--- src/rtl/ps2_pkg.sv ---
`default_nettype none
// ============================================================================
// Module      : ps2_pkg
// Description : Shared types and constants for the PS/2 host transmit path:
//               FSM state encoding, error codes and common command bytes.
// Revision    : 1.0 - initial release
// ============================================================================
package ps2_pkg;

    // Transmit FSM state encoding
    typedef logic [2:0] tx_state_t;
    localparam tx_state_t IDLE      = 3'd0;
    localparam tx_state_t INHIBIT   = 3'd1;
    localparam tx_state_t REQ       = 3'd2;
    localparam tx_state_t DATA      = 3'd3;
    localparam tx_state_t ACK       = 3'd4;
    localparam tx_state_t WAIT_IDLE = 3'd5;
    localparam tx_state_t ERR       = 3'd6;

    // Failure reason reported on tx_err_code
    typedef enum logic [1:0] {
        ERR_NONE     = 2'd0,
        ERR_START_TO = 2'd1,
        ERR_XFER_TO  = 2'd2,
        ERR_NO_ACK   = 2'd3
    } err_code_t;

    // Common keyboard command bytes
    localparam logic [7:0] CMD_SET_LEDS = 8'hED;
    localparam logic [7:0] CMD_RESET    = 8'hFF;
    localparam logic [7:0] CMD_ENABLE   = 8'hF4;

    // PS/2 frames carry odd parity over the eight data bits
    function automatic logic odd_parity(input logic [7:0] d);
        return ~^d;
    endfunction

endpackage
`default_nettype wire

--- src/rtl/ps2_line_sync.sv ---
`default_nettype none
// ============================================================================
// Module      : ps2_line_sync
// Description : Brings one raw PS/2 pad into the system clock domain through
//               a 2-flop synchroniser, a 4-sample agreement glitch filter and
//               a registered falling-edge detector.
// Revision    : 1.0 - initial release
// ============================================================================
module ps2_line_sync (
    input  logic clk,
    input  logic rst_n,
    input  logic i_pad,
    output logic o_level,
    output logic o_fall
);

    logic       r_sync1;
    logic       r_sync2;
    logic [2:0] r_hist;
    logic       r_level;
    logic       r_fall;
    logic       w_all_hi;
    logic       w_all_lo;

    // Filtered level only moves once four consecutive samples agree
    assign w_all_hi = r_sync2 & (&r_hist);
    assign w_all_lo = ~r_sync2 & ~(|r_hist);

    // Synchronise, keep sample history, update filtered level and fall pulse.
    // Idle PS/2 lines are high, so everything resets to 1 to avoid a false fall.
    always_ff @(posedge clk or negedge rst_n) begin
        if (!rst_n) begin
            r_sync1 <= 1'b1;
            r_sync2 <= 1'b1;
            r_hist  <= 3'b111;
            r_level <= 1'b1;
            r_fall  <= 1'b0;
        end else begin
            r_sync1 <= i_pad;
            r_sync2 <= r_sync1;
            r_hist  <= {r_hist[1:0], r_sync2};
            if (w_all_hi) begin
                r_level <= 1'b1;
            end else if (w_all_lo) begin
                r_level <= 1'b0;
            end
            r_fall  <= r_level & w_all_lo;
        end
    end

    assign o_level = r_level;
    assign o_fall  = r_fall;

endmodule
`default_nettype wire

--- src/rtl/ps2_host_tx.sv ---
`default_nettype none
// ============================================================================
// Module      : ps2_host_tx
// Description : PS/2 host-to-device transmitter. Inhibits the bus, issues a
//               request-to-send, shifts one byte plus odd parity and stop out
//               on device clock falls, and checks the device ACK. Both lines
//               are driven open-drain through the *_drive_low outputs.
// Revision    : 1.0 - initial release
// ============================================================================
module ps2_host_tx
    import ps2_pkg::*;
#(
    parameter int INHIBIT_CYCLES = 6000,
    parameter int START_TIMEOUT  = 750000,
    parameter int XFER_TIMEOUT   = 100000,
    parameter int TIMER_W        = 20
) (
    input  logic       CLOCK_50,
    input  logic       reset,
    input  logic       PS2_CLK,
    input  logic       PS2_DAT,
    output logic       ps2_clk_drive_low,
    output logic       ps2_dat_drive_low,
    input  logic [7:0] tx_data,
    input  logic       tx_valid,
    output logic       tx_ready,
    output logic       tx_done,
    output logic       tx_error,
    output logic [1:0] tx_err_code,
    output logic       rx_inhibit
);

    localparam logic [TIMER_W-1:0] c_inhibit_last = TIMER_W'(INHIBIT_CYCLES - 1);
    localparam logic [TIMER_W-1:0] c_start_last   = TIMER_W'(START_TIMEOUT - 1);
    localparam logic [TIMER_W-1:0] c_xfer_last    = TIMER_W'(XFER_TIMEOUT - 1);
    localparam logic [TIMER_W-1:0] c_timer_one    = TIMER_W'(1);

    tx_state_t          r_state;
    logic [9:0]         r_shift;
    logic [3:0]         r_bit_cnt;
    logic [TIMER_W-1:0] r_timer;
    logic               r_clk_low;
    logic               r_dat_low;
    logic               r_done;
    logic               r_error;
    err_code_t          r_err_code;
    err_code_t          r_err_pend;

    logic               w_clk_level;
    logic               w_clk_fall;
    logic               w_dat_level;
    logic               w_dat_fall_unused;
    logic               w_xfer_to;

    ps2_line_sync u_clk_sync (
        .clk     (CLOCK_50),
        .rst_n   (reset),
        .i_pad   (PS2_CLK),
        .o_level (w_clk_level),
        .o_fall  (w_clk_fall)
    );

    ps2_line_sync u_dat_sync (
        .clk     (CLOCK_50),
        .rst_n   (reset),
        .i_pad   (PS2_DAT),
        .o_level (w_dat_level),
        .o_fall  (w_dat_fall_unused)
    );

    // One timer covers the whole frame from the first device fall onwards
    assign w_xfer_to = (r_timer == c_xfer_last);

    // Transmit FSM; line drives are registered so they change only the cycle
    // after a fall is seen. A timeout is checked before the fall so it wins.
    always_ff @(posedge CLOCK_50 or negedge reset) begin
        if (!reset) begin
            r_state    <= IDLE;
            r_shift    <= '0;
            r_bit_cnt  <= '0;
            r_timer    <= '0;
            r_clk_low  <= 1'b0;
            r_dat_low  <= 1'b0;
            r_done     <= 1'b0;
            r_error    <= 1'b0;
            r_err_code <= ERR_NONE;
            r_err_pend <= ERR_NONE;
        end else begin
            r_done  <= 1'b0;
            r_error <= 1'b0;
            case (r_state)
                IDLE: begin
                    r_clk_low <= 1'b0;
                    r_dat_low <= 1'b0;
                    if (tx_valid) begin
                        r_shift    <= {1'b1, odd_parity(tx_data), tx_data};
                        r_err_code <= ERR_NONE;
                        r_timer    <= '0;
                        r_clk_low  <= 1'b1;
                        r_state    <= INHIBIT;
                    end
                end
                INHIBIT: begin
                    if (r_timer == c_inhibit_last) begin
                        r_timer   <= '0;
                        r_clk_low <= 1'b0;
                        r_dat_low <= 1'b1;
                        r_state   <= REQ;
                    end else begin
                        r_timer <= r_timer + c_timer_one;
                    end
                end
                REQ: begin
                    if (r_timer == c_start_last) begin
                        r_err_pend <= ERR_START_TO;
                        r_clk_low  <= 1'b0;
                        r_dat_low  <= 1'b0;
                        r_state    <= ERR;
                    end else if (w_clk_fall) begin
                        r_dat_low <= ~r_shift[0];
                        r_shift   <= {1'b0, r_shift[9:1]};
                        r_bit_cnt <= 4'd1;
                        r_timer   <= '0;
                        r_state   <= DATA;
                    end else begin
                        r_timer <= r_timer + c_timer_one;
                    end
                end
                DATA: begin
                    if (w_xfer_to) begin
                        r_err_pend <= ERR_XFER_TO;
                        r_clk_low  <= 1'b0;
                        r_dat_low  <= 1'b0;
                        r_state    <= ERR;
                    end else begin
                        r_timer <= r_timer + c_timer_one;
                        if (w_clk_fall) begin
                            // Falls 2..9 drive data[1..7] then parity; fall 10 drives the stop bit (release)
                            r_dat_low <= ~r_shift[0];
                            r_shift   <= {1'b0, r_shift[9:1]};
                            r_bit_cnt <= r_bit_cnt + 4'd1;
                            if (r_bit_cnt == 4'd9) begin
                                r_state <= ACK;
                            end
                        end
                    end
                end
                ACK: begin
                    if (w_xfer_to) begin
                        r_err_pend <= ERR_XFER_TO;
                        r_state    <= ERR;
                    end else begin
                        r_timer <= r_timer + c_timer_one;
                        if (w_clk_fall) begin
                            if (!w_dat_level) begin
                                r_state <= WAIT_IDLE;
                            end else begin
                                r_err_pend <= ERR_NO_ACK;
                                r_state    <= ERR;
                            end
                        end
                    end
                end
                WAIT_IDLE: begin
                    if (w_xfer_to) begin
                        r_err_pend <= ERR_XFER_TO;
                        r_state    <= ERR;
                    end else begin
                        r_timer <= r_timer + c_timer_one;
                        if (w_clk_level && w_dat_level) begin
                            r_done  <= 1'b1;
                            r_state <= IDLE;
                        end
                    end
                end
                ERR: begin
                    r_clk_low  <= 1'b0;
                    r_dat_low  <= 1'b0;
                    r_error    <= 1'b1;
                    r_err_code <= r_err_pend;
                    r_state    <= IDLE;
                end
                default: begin
                    r_clk_low <= 1'b0;
                    r_dat_low <= 1'b0;
                    r_state   <= IDLE;
                end
            endcase
        end
    end

    assign ps2_clk_drive_low = r_clk_low;
    assign ps2_dat_drive_low = r_dat_low;
    assign tx_ready          = (r_state == IDLE);
    assign rx_inhibit        = (r_state != IDLE);
    assign tx_done           = r_done;
    assign tx_error          = r_error;
    assign tx_err_code       = r_err_code;

endmodule
`default_nettype wire

--- config.mk ---
export PLATFORM = sky130hd
export DESIGN_NAME = ps2_host_tx
export DESIGN_NICKNAME = d
export VERILOG_FILES = /design/src/rtl/ps2_pkg.sv /design/src/rtl/ps2_line_sync.sv /design/src/rtl/ps2_host_tx.sv
export SDC_FILE = /design/constraint.sdc
export NUM_CORES = 1
export LEC_CHECK = 0
export CORE_UTILIZATION = 59
export DETAILED_ROUTE_END_ITERATION = 8
export PLACE_DENSITY = 0.86
export SLEW_MARGIN = 20
export SYNTH_ARGS = -nofsm -noshare
export SYNTH_HDL_FRONTEND = slang
export SYNTH_HIERARCHICAL = 1
export SYNTH_SLANG_ARGS = --single-unit
export TNS_END_PERCENT = 5
--- constraint.sdc ---
create_clock -name CLOCK_50 -period 2.85 [get_ports CLOCK_50]
set_input_delay 0.57 -clock CLOCK_50 [delete_from_list [all_inputs] [get_ports CLOCK_50]]
set_output_delay 0.57 -clock CLOCK_50 [all_outputs]
set_load 0.01 [all_outputs]
== Yosys cells after proc, flatten, opt, wreduce, memory -nomap -nowiden ==
Index checks and enable logic that the tools add are counted.

* RAM bits: 0
* Bits in registers: 58
* Memories kept: 0
* Logic and storage cells: 139
* Output and inout bits: 8
* Bits in latches: 0
* ROM bits: 0
* Input bits: 13

* Reductions and logical operators: 26
* Multiply operators: 0
* Add/sub/neg operators: 2
* Muxes and demuxes: 55
* Shift operators: 0
* Div/mod/pow operators: 0
* Equality and inequality tests: 26
* Bitwise gates (word level): 11
* Order comparisons: 0

{| class="wikitable"
|+ Operators with widths
! kind !! count
|-
| 20-bit two-way mux || 5
|-
| 20-bit case mux with 4 select lines || 1
|-
| 10-bit two-way mux || 4
|-
| 3-bit two-way mux || 11
|-
| 10-bit case mux with 3 select lines || 1
|-
| 20-bit by 1-bit adder with 20-bit output, second input constant || 1
|-
| 20-bit by 13-bit == test with 1-bit output, second input constant || 1
|-
| 20-bit by 17-bit == test with 1-bit output, second input constant || 1
|-
| 20-bit == test, second input constant || 1
|-
| 3-bit case mux with 6 select lines || 1
|-
| 1-bit two-way mux || 16
|-
| 4-bit two-way mux || 4
|-
| 2-bit two-way mux || 7
|-
| 2-bit != test, second input constant || 7
|-
| 3-bit by 2-bit != test with 1-bit output, second input constant || 4
|-
| 4-bit AND reduction || 3
|-
| 5-bit AND reduction || 2
|-
| 3-bit == test, second input constant || 3
|-
| 3-bit nonzero test || 3
|-
| 3-bit OR reduction || 3
|-
| 4-bit case mux with 2 select lines || 1
|-
| 2-bit nonzero test || 4
|-
| 8-bit XNOR reduction || 1
|-
| 7-bit AND reduction || 1
|-
| other kinds (18) || 34
|}

== Depth between registers and ports, before layout ==
Gate-level depths: netlist of run 1.

* Word-level depth: 5
* Mapped depth: 9
* Depth with buffers taken out: 7

== Modules after synthesis ==
The synthesis of run 1 kept the hierarchy.

{| class="wikitable"
|+ By module, submodules not included
! module !! seq. area each (µm²) !! times used !! area each (µm²) !! cells each
|-
| ps2_host_tx || 1126.1 || 1 || 2767.7 || 306
|-
| ps2_line_sync || 182.7 || 2 || 221.5 || 12
|}

== Worst setup path before layout of run 1 ==
Ideal clock, no wire load.

* Kind: register -> register
* Start point: register r_timer[0]
* End point: register r_timer[13]
* Buffers on the path: 2
* Stages on the path, launching flop included: 10
* Setup time: 0.092 ns
* Path slack: 0.582 ns
* Data arrival time: 2.176 ns
* Cell sequence: dfrtp_1 ha_1 and4b_1 nand4_1 nor3_1 a2111o_1 or2_1 buf_6 buf_6 o31ai_2

* Cells in the longest elaborated chain, start to end: 4

{| class="wikitable"
|+ RTL lines
! element !! line !! text
|-
| start: declaration || ps2_host_tx.sv:41 || <nowiki>logic [TIMER_W-1:0] r_timer;</nowiki>
|-
| start signal: assignment || ps2_host_tx.sv:110 || <nowiki>r_timer <= r_timer + c_timer_one;</nowiki>
|-
| start signal: assignment || ps2_host_tx.sv:126 || <nowiki>r_timer <= r_timer + c_timer_one;</nowiki>
|-
| start signal: assignment || ps2_host_tx.sv:136 || <nowiki>r_timer <= r_timer + c_timer_one;</nowiki>
|-
| 20-bit by 1-bit adder with 20-bit output || - ||
|-
| 20-bit two-way mux || ps2_host_tx.sv:119 || <nowiki>end else if (w_clk_fall) begin</nowiki>
|-
| 20-bit two-way mux || ps2_host_tx.sv:114 || <nowiki>if (r_timer == c_start_last) begin</nowiki>
|-
| 20-bit case mux with 4 select lines || ps2_host_tx.sv:91 || <nowiki>case (r_state)</nowiki>
|}

Several ways; a longest one is shown, not always the timed one. The select of a mux whose other input is x is not followed.
A chain may end at the register's enable or synchronous reset.

== Final worst setup path of run 1 ==
* Start point: register r_timer[0]
* End point: register r_timer[15]

The elaborated chain is that of the path after synthesis.

==> impl_metrics.tcl, run 1 <==
set metrics [dict create \
    clock-sinks 58 \
    cts_max_path_buffers 2 \
    wl_per_cell_um 15.2 \
    hold_buffers 0 \
    endpoint_kind "flip-flop" \
    worstMarginPinSlew_ps 703 \
    fillerInstances 408 \
    crit_required_ps 3080 \
    drt_iter0_drc 167 \
    start_kind "flip-flop" \
    critPathSlowestCell "dfrtp_1" \
    insertion_delay_ps 340 \
    synthCells 327 \
    layout_setup_ws_ps 168 \
    start_util_pct 61.7 \
    grt_max_degree 59 \
    synth_nets 343 \
    cp.arrival_ps 2910 \
    finalWirelength_mm 6.44 \
    worstPathMaxFanout 10 \
    drv_slew 0 \
    hold_class "flip-flop to flip-flop" \
    route.detailed.drc 0 \
    core_area_um2 5140 \
    grt_overflow_total 0 \
    final_antenna_net_count 0 \
    area.growth.synth_to_final_pct 13.6 \
    min_period_over_period_pct 94.1 \
    fin_setup_tns_ps 0 \
    fin_area_um2 3610 \
    skew_ps 6.22 \
    die_w_um 75.3 \
    slowest_delay_ps 420 \
    power.leakage_nw 1.43 \
    place_inst 409 \
    stdcell_count 424 \
    die_h_um 75.3 \
    fmax_ghz 0.373 \
    grt_pass1_vias 2284 \
    antenna_found_initial 0 \
    slew-limit-headroom_pct 53.1 \
    rsz0062_at_grt "no" \
    p_per_area_nw_per_um2 902 \
    multi_input_area_um2 1600 \
    gp_congestion 0.900 \
    cts_resized 0 \
    ios 21 \
    fin_util_pct 70.2 \
    seqCellArea_um2 1470 \
    rows 26 \
    crit_family "simple AND/OR/NAND/NOR gates" \
    grt_use_total_pct 25.3 \
    root_buffer "clkbuf_8" \
    cp.buffers_inverters 1 \
    wl_met2_mm 2.97 \
    drive_above_1_share_pct 16.4 \
    synth_area_um2 3170 \
    wl_met3_um 349 \
    fin_crit_ps 2680 \
    synth_warnings 6 \
    post-place-ws_ps 222 \
    cts_tree "built" \
    dieArea_um2 5680 \
    path_clk_slew_ps 60 \
    ir_worst_vdd_uv 504 \
    path_cells "ha_1, and4b_1, nand4_1, nor3_1, a2111o_1, or2_1, buf_4, o41ai_2" \
    routed.top_layer "met4" \
    place_hpwl_mm 4.39 \
    power_mw 3.25 \
    setup_violations 0 \
    outcome "finished, final reports clean" \
    postCtsSetupRepairBufs 0 \
    cts_buffers 9 \
    final_hold_viol_count 0 \
    dr.pass1.iters 5 \
    drv_cap 0 \
    route.vias.total 2585 \
    io_buffers 20 \
    grt_pass1_wl_mm 10.5 \
    n_antenna_cell 0 \
    nets 366 \
    criticalPathCategory "flip-flop to flip-flop" \
    htreeDepth 3 \
    dpl-instance-area_um2 3440 \
    fin_hold_ws_ps 356 \
    syn_avg_cell_area_um2 9.70 \
    drt-met1-wl_mm 3.00 \
    viasPerCell 6.10 \
]
==> cells in the final DEF, fill, tap and decap left out, types with 5 or more instances in the layout <==
cell type	instances
dfrtp_1	46
nor2_1	34
o21ai_0	27
nand2_1	26
a21oi_1	24
clkdlybuf4s50_1	19
nand3_1	12
dfstp_2	12
clkbuf_8	11
nand4_1	9
buf_4	9
nand2b_1	8
nor2b_1	8
mux2i_1	8
xnor2_1	7
o31ai_1	7
o21ai_1	6
nor3_1	5
o41ai_2	5
==> power by group <==
part           switching (mW)  internal [mW]  total, mW
Combinational           0.771          0.588       1.36
Clock                   0.308          0.353      0.662
Sequential              0.198           1.03       1.23
==> final timing paths <==
check                                           endpoint  slack [ps]  cells after the start                          from
min in group asynchronous  ps2_clk_drive_low$_DFFE_PN0P_         370                      2                         reset
setup reg to reg                 r_timer[15]$_DFFE_PN0P_         170                      8        r_timer[0]$_DFFE_PN0P_
hold reg to reg             u_dat_sync/r_sync2$_DFF_PN1_         360                      0  u_dat_sync/r_sync1$_DFF_PN1_
max in group asynchronous         r_shift[8]$_DFFE_PN0P_        2020                      2                         reset
hold / removal              u_dat_sync/r_sync2$_DFF_PN1_         360                      0  u_dat_sync/r_sync1$_DFF_PN1_
setup / recovery                 r_timer[15]$_DFFE_PN0P_         170                      8        r_timer[0]$_DFFE_PN0P_
==> cell type report <==
| cell class | count | share of cell area (%) |
|---|---|---|
| Multi-Input combinational cell | 247 | 44.4 |
| Sequential cell | 58 | 40.7 |
| Timing Repair Buffer | 29 | 7.29 |
| Clock buffer | 12 | 4.30 |
| Tap cell | 70 | 2.43 |
| Inverter | 5 | 0.520 |
| Clock inverter | 3 | 0.416 |
==> state kept, by name (all words and copies together), names as in the netlist, 2 cells and up <==
| register | flops |
|---|---|
| r_bit_cnt | 4 |
| r_err_pend | 2 |
| r_shift | 10 |
| r_state | 3 |
| r_timer | 20 |
| tx_err_code | 2 |
| u_clk_sync/r_hist | 3 |
| u_dat_sync/r_hist | 3 |
==> layer usage <==
metal | up-vias | global-route usage, %
met5 | - | 0
met4 | 0 | 10.3
met3 | 12 | 7.94
met2 | 72 | 37.6
met1 | 1255 | 34.5
li1 | 1246 | -
(Power assumes the default switching activity.)
==> run 2, diff against run 1 <==
--- a/config.mk
+++ b/config.mk
@@ -5,9 +5,9 @@
 export SDC_FILE = /design/constraint.sdc
 export NUM_CORES = 1
 export LEC_CHECK = 0
-export CORE_UTILIZATION = 59
+export CORE_UTILIZATION = 53
 export DETAILED_ROUTE_END_ITERATION = 8
-export PLACE_DENSITY = 0.86
+export PLACE_DENSITY = 0.82
 export SLEW_MARGIN = 20
 export SYNTH_ARGS = -nofsm -noshare
 export SYNTH_HDL_FRONTEND = slang
==> constraint.sdc (replaced) <==
create_clock -name CLOCK_50 -period 2.25 [get_ports CLOCK_50]
set_input_delay 0.45 -clock CLOCK_50 [delete_from_list [all_inputs] [get_ports CLOCK_50]]
set_output_delay 0.45 -clock CLOCK_50 [all_outputs]
set_load 0.01 [all_outputs]
==> impl_metrics.tcl, run 2 (synthesized netlist as in run 1, its figures left out) <==
set metrics [dict create \
    crit_required_ps 2500 \
    fin_area_um2 3910 \
    setup.reg_to_reg.worst_slack_ps 60 \
    core_area_um2 5640 \
    cp.arrival_ps 2440 \
    dpl-instance-area_um2 3660 \
    grt_pass1_vias 2631 \
    drt_iter0_drc 225 \
    final_antenna_net_count 0 \
    fmax_ghz 0.457 \
    ir_worst_vdd_uv 642 \
    n_antenna_cell 0 \
    finalWirelength_mm 7.49 \
    skew_ps 7.96 \
    start_kind "flip-flop" \
    io_buffers 20 \
    rows 27 \
    drv_slew 0 \
    route.detailed.drc 0 \
    grt_pass1_wl_mm 12.6 \
    largest_reg_flops 20 \
    path_cells "ha_2, and4_4, nand3_1, o21ai_0, a2111o_1, or2_4, buf_6, o41ai_2" \
    fin_hold_ws_ps 93.4 \
    power.leakage_nw 1.62 \
    crit_family "compound AO/OA/AOI/OAI gates" \
    hold_class "input port to async pin" \
    dr.pass1.iters 5 \
    seqCellArea_um2 1470 \
    reg2reg_from "r_timer[0]$_DFFE_PN0P_" \
    htreeDepth 3 \
    wl_per_cell_um 16.4 \
    route.vias.total 2788 \
    viasPerCell 6.10 \
    ios 21 \
    rr_worst_depth 8 \
    largest_registers "r_timer x20, r_shift x10, r_bit_cnt x4" \
    clock-sinks 58 \
    worstPathMaxFanout 8 \
    outcome "finished, final reports clean" \
    fin_crit_ps 2190 \
    slew-limit-headroom_pct 72.9 \
    path_clk_slew_ps 60 \
    grt_max_degree 59 \
    final_common_cell "dfrtp_1" \
    start_util_pct 56.2 \
    antenna_found_initial 0 \
    criticalPathCategory "flip-flop to flip-flop" \
    largest_register "r_timer" \
    endpoint_kind "flip-flop" \
    multi_input_area_um2 1630 \
    root_buffer "clkbuf_8" \
    worstReg2RegEnd "r_timer[8]$_DFFE_PN0P_" \
    die_h_um 79.4 \
    min_period_over_period_pct 97.3 \
    cp.buffers_inverters 1 \
    final_cell_mix "dfrtp_1 (46), buf_4 (36), nor2_1 (34), o21ai_0 (27), nand2_1 (26)" \
    p_per_area_nw_per_um2 1140 \
    insertion_delay_ps 350 \
    critPathSlowestCell "a2111o_1" \
    grt_overflow_total 0 \
    setup_violations 0 \
    cts_tree "built" \
    area.growth.synth_to_final_pct 23.2 \
    nets 396 \
    cts_max_path_buffers 2 \
    dieArea_um2 6300 \
    cts_buffers 9 \
    drv_cap 0 \
    rsz0062_at_grt "yes" \
    drive_above_1_share_pct 24.7 \
    worstMarginPinSlew_ps 405 \
    gp_congestion 0.894 \
    final_hold_viol_count 0 \
    die_w_um 79.4 \
    slowest_delay_ps 410 \
    grt_use_total_pct 26.1 \
    place_hpwl_mm 5.15 \
    fillerInstances 396 \
]
==> run 2: cell types whose count changed in the layout (fill, tap and decap cells not counted), moves of 2 or more <==
| cell | change |
|---|---|
| buf_6 | +2 |
| buf_4 | +27 |
| o31ai_2 | +2 |
| o31ai_1 | -2 |
==> run 2: how the worst max path moves through the flow <==
| stage | from | to | depth (start not counted) |
|---|---|---|---|
| 2_1_floorplan | r_timer[0]$_DFFE_PN0P_ | r_timer[13]$_DFFE_PN0P_ | 9 |
| 3_3_place_gp | tx_valid | r_timer[8]$_DFFE_PN0P_ | 6 |
| 3_5_place_dp | r_timer[0]$_DFFE_PN0P_ | r_timer[10]$_DFFE_PN0P_ | 8 |
| 4_1_cts | r_timer[1]$_DFFE_PN0P_ | r_timer[8]$_DFFE_PN0P_ | 8 |
| 5_1_grt | r_timer[0]$_DFFE_PN0P_ | r_timer[8]$_DFFE_PN0P_ | 8 |
| 6_report | r_timer[0]$_DFFE_PN0P_ | r_timer[8]$_DFFE_PN0P_ | 8 |
==> run 2: area by class of cell <==
type | count | area share, %
sequential | 58 | 37.5
multi-input combinational | 247 | 41.7
inverter | 5 | 0.480
clock buffer | 11 | 3.62
tap | 72 | 2.30
clock inverter | 5 | 1.38
timing repair buffer | 59 | 13.0
==> run 2: what timing repair did <==
item,in CTS,in global routing
pin swaps,1,2
hold buffers,0,0
gates resized for setup,3,5
buffers inserted,1,2
setup endpoints to repair,6,20
==> run 2: routing by layer <==
metal	GRT usage (%)	part of all wire [%]	vias up	routed length, µm
met1	32.3	43	1369	3240
met4	12.9	1.7	0	126
met2	43.4	50	100	3770
met5	0	0	-	0
li1	-	-	1306	-
met3	5.14	4.7	13	351
==> run 2: power by group <==
part	switching, mW	internal, mW	total (mW)
clock network	0.418	0.537	0.955
logic	1.08	0.882	1.97
registers	0.235	1.31	1.55
==> run 2: stage by stage <==
stage               total power, mW  worst slack [ps]  std cells  utilization (%)  TNS, ps
finish                         4.47              61.4        457             69.3        0
CTS                            4.40            0.0138        455             68.6        0
global placement               3.32              28.2        438             64.8        0
floorplan                      2.82              33.2        327                -        0
detailed placement             3.41             -20.7        438             64.8    -44.4
global route                   4.77             -16.1        457             69.3    -30.4
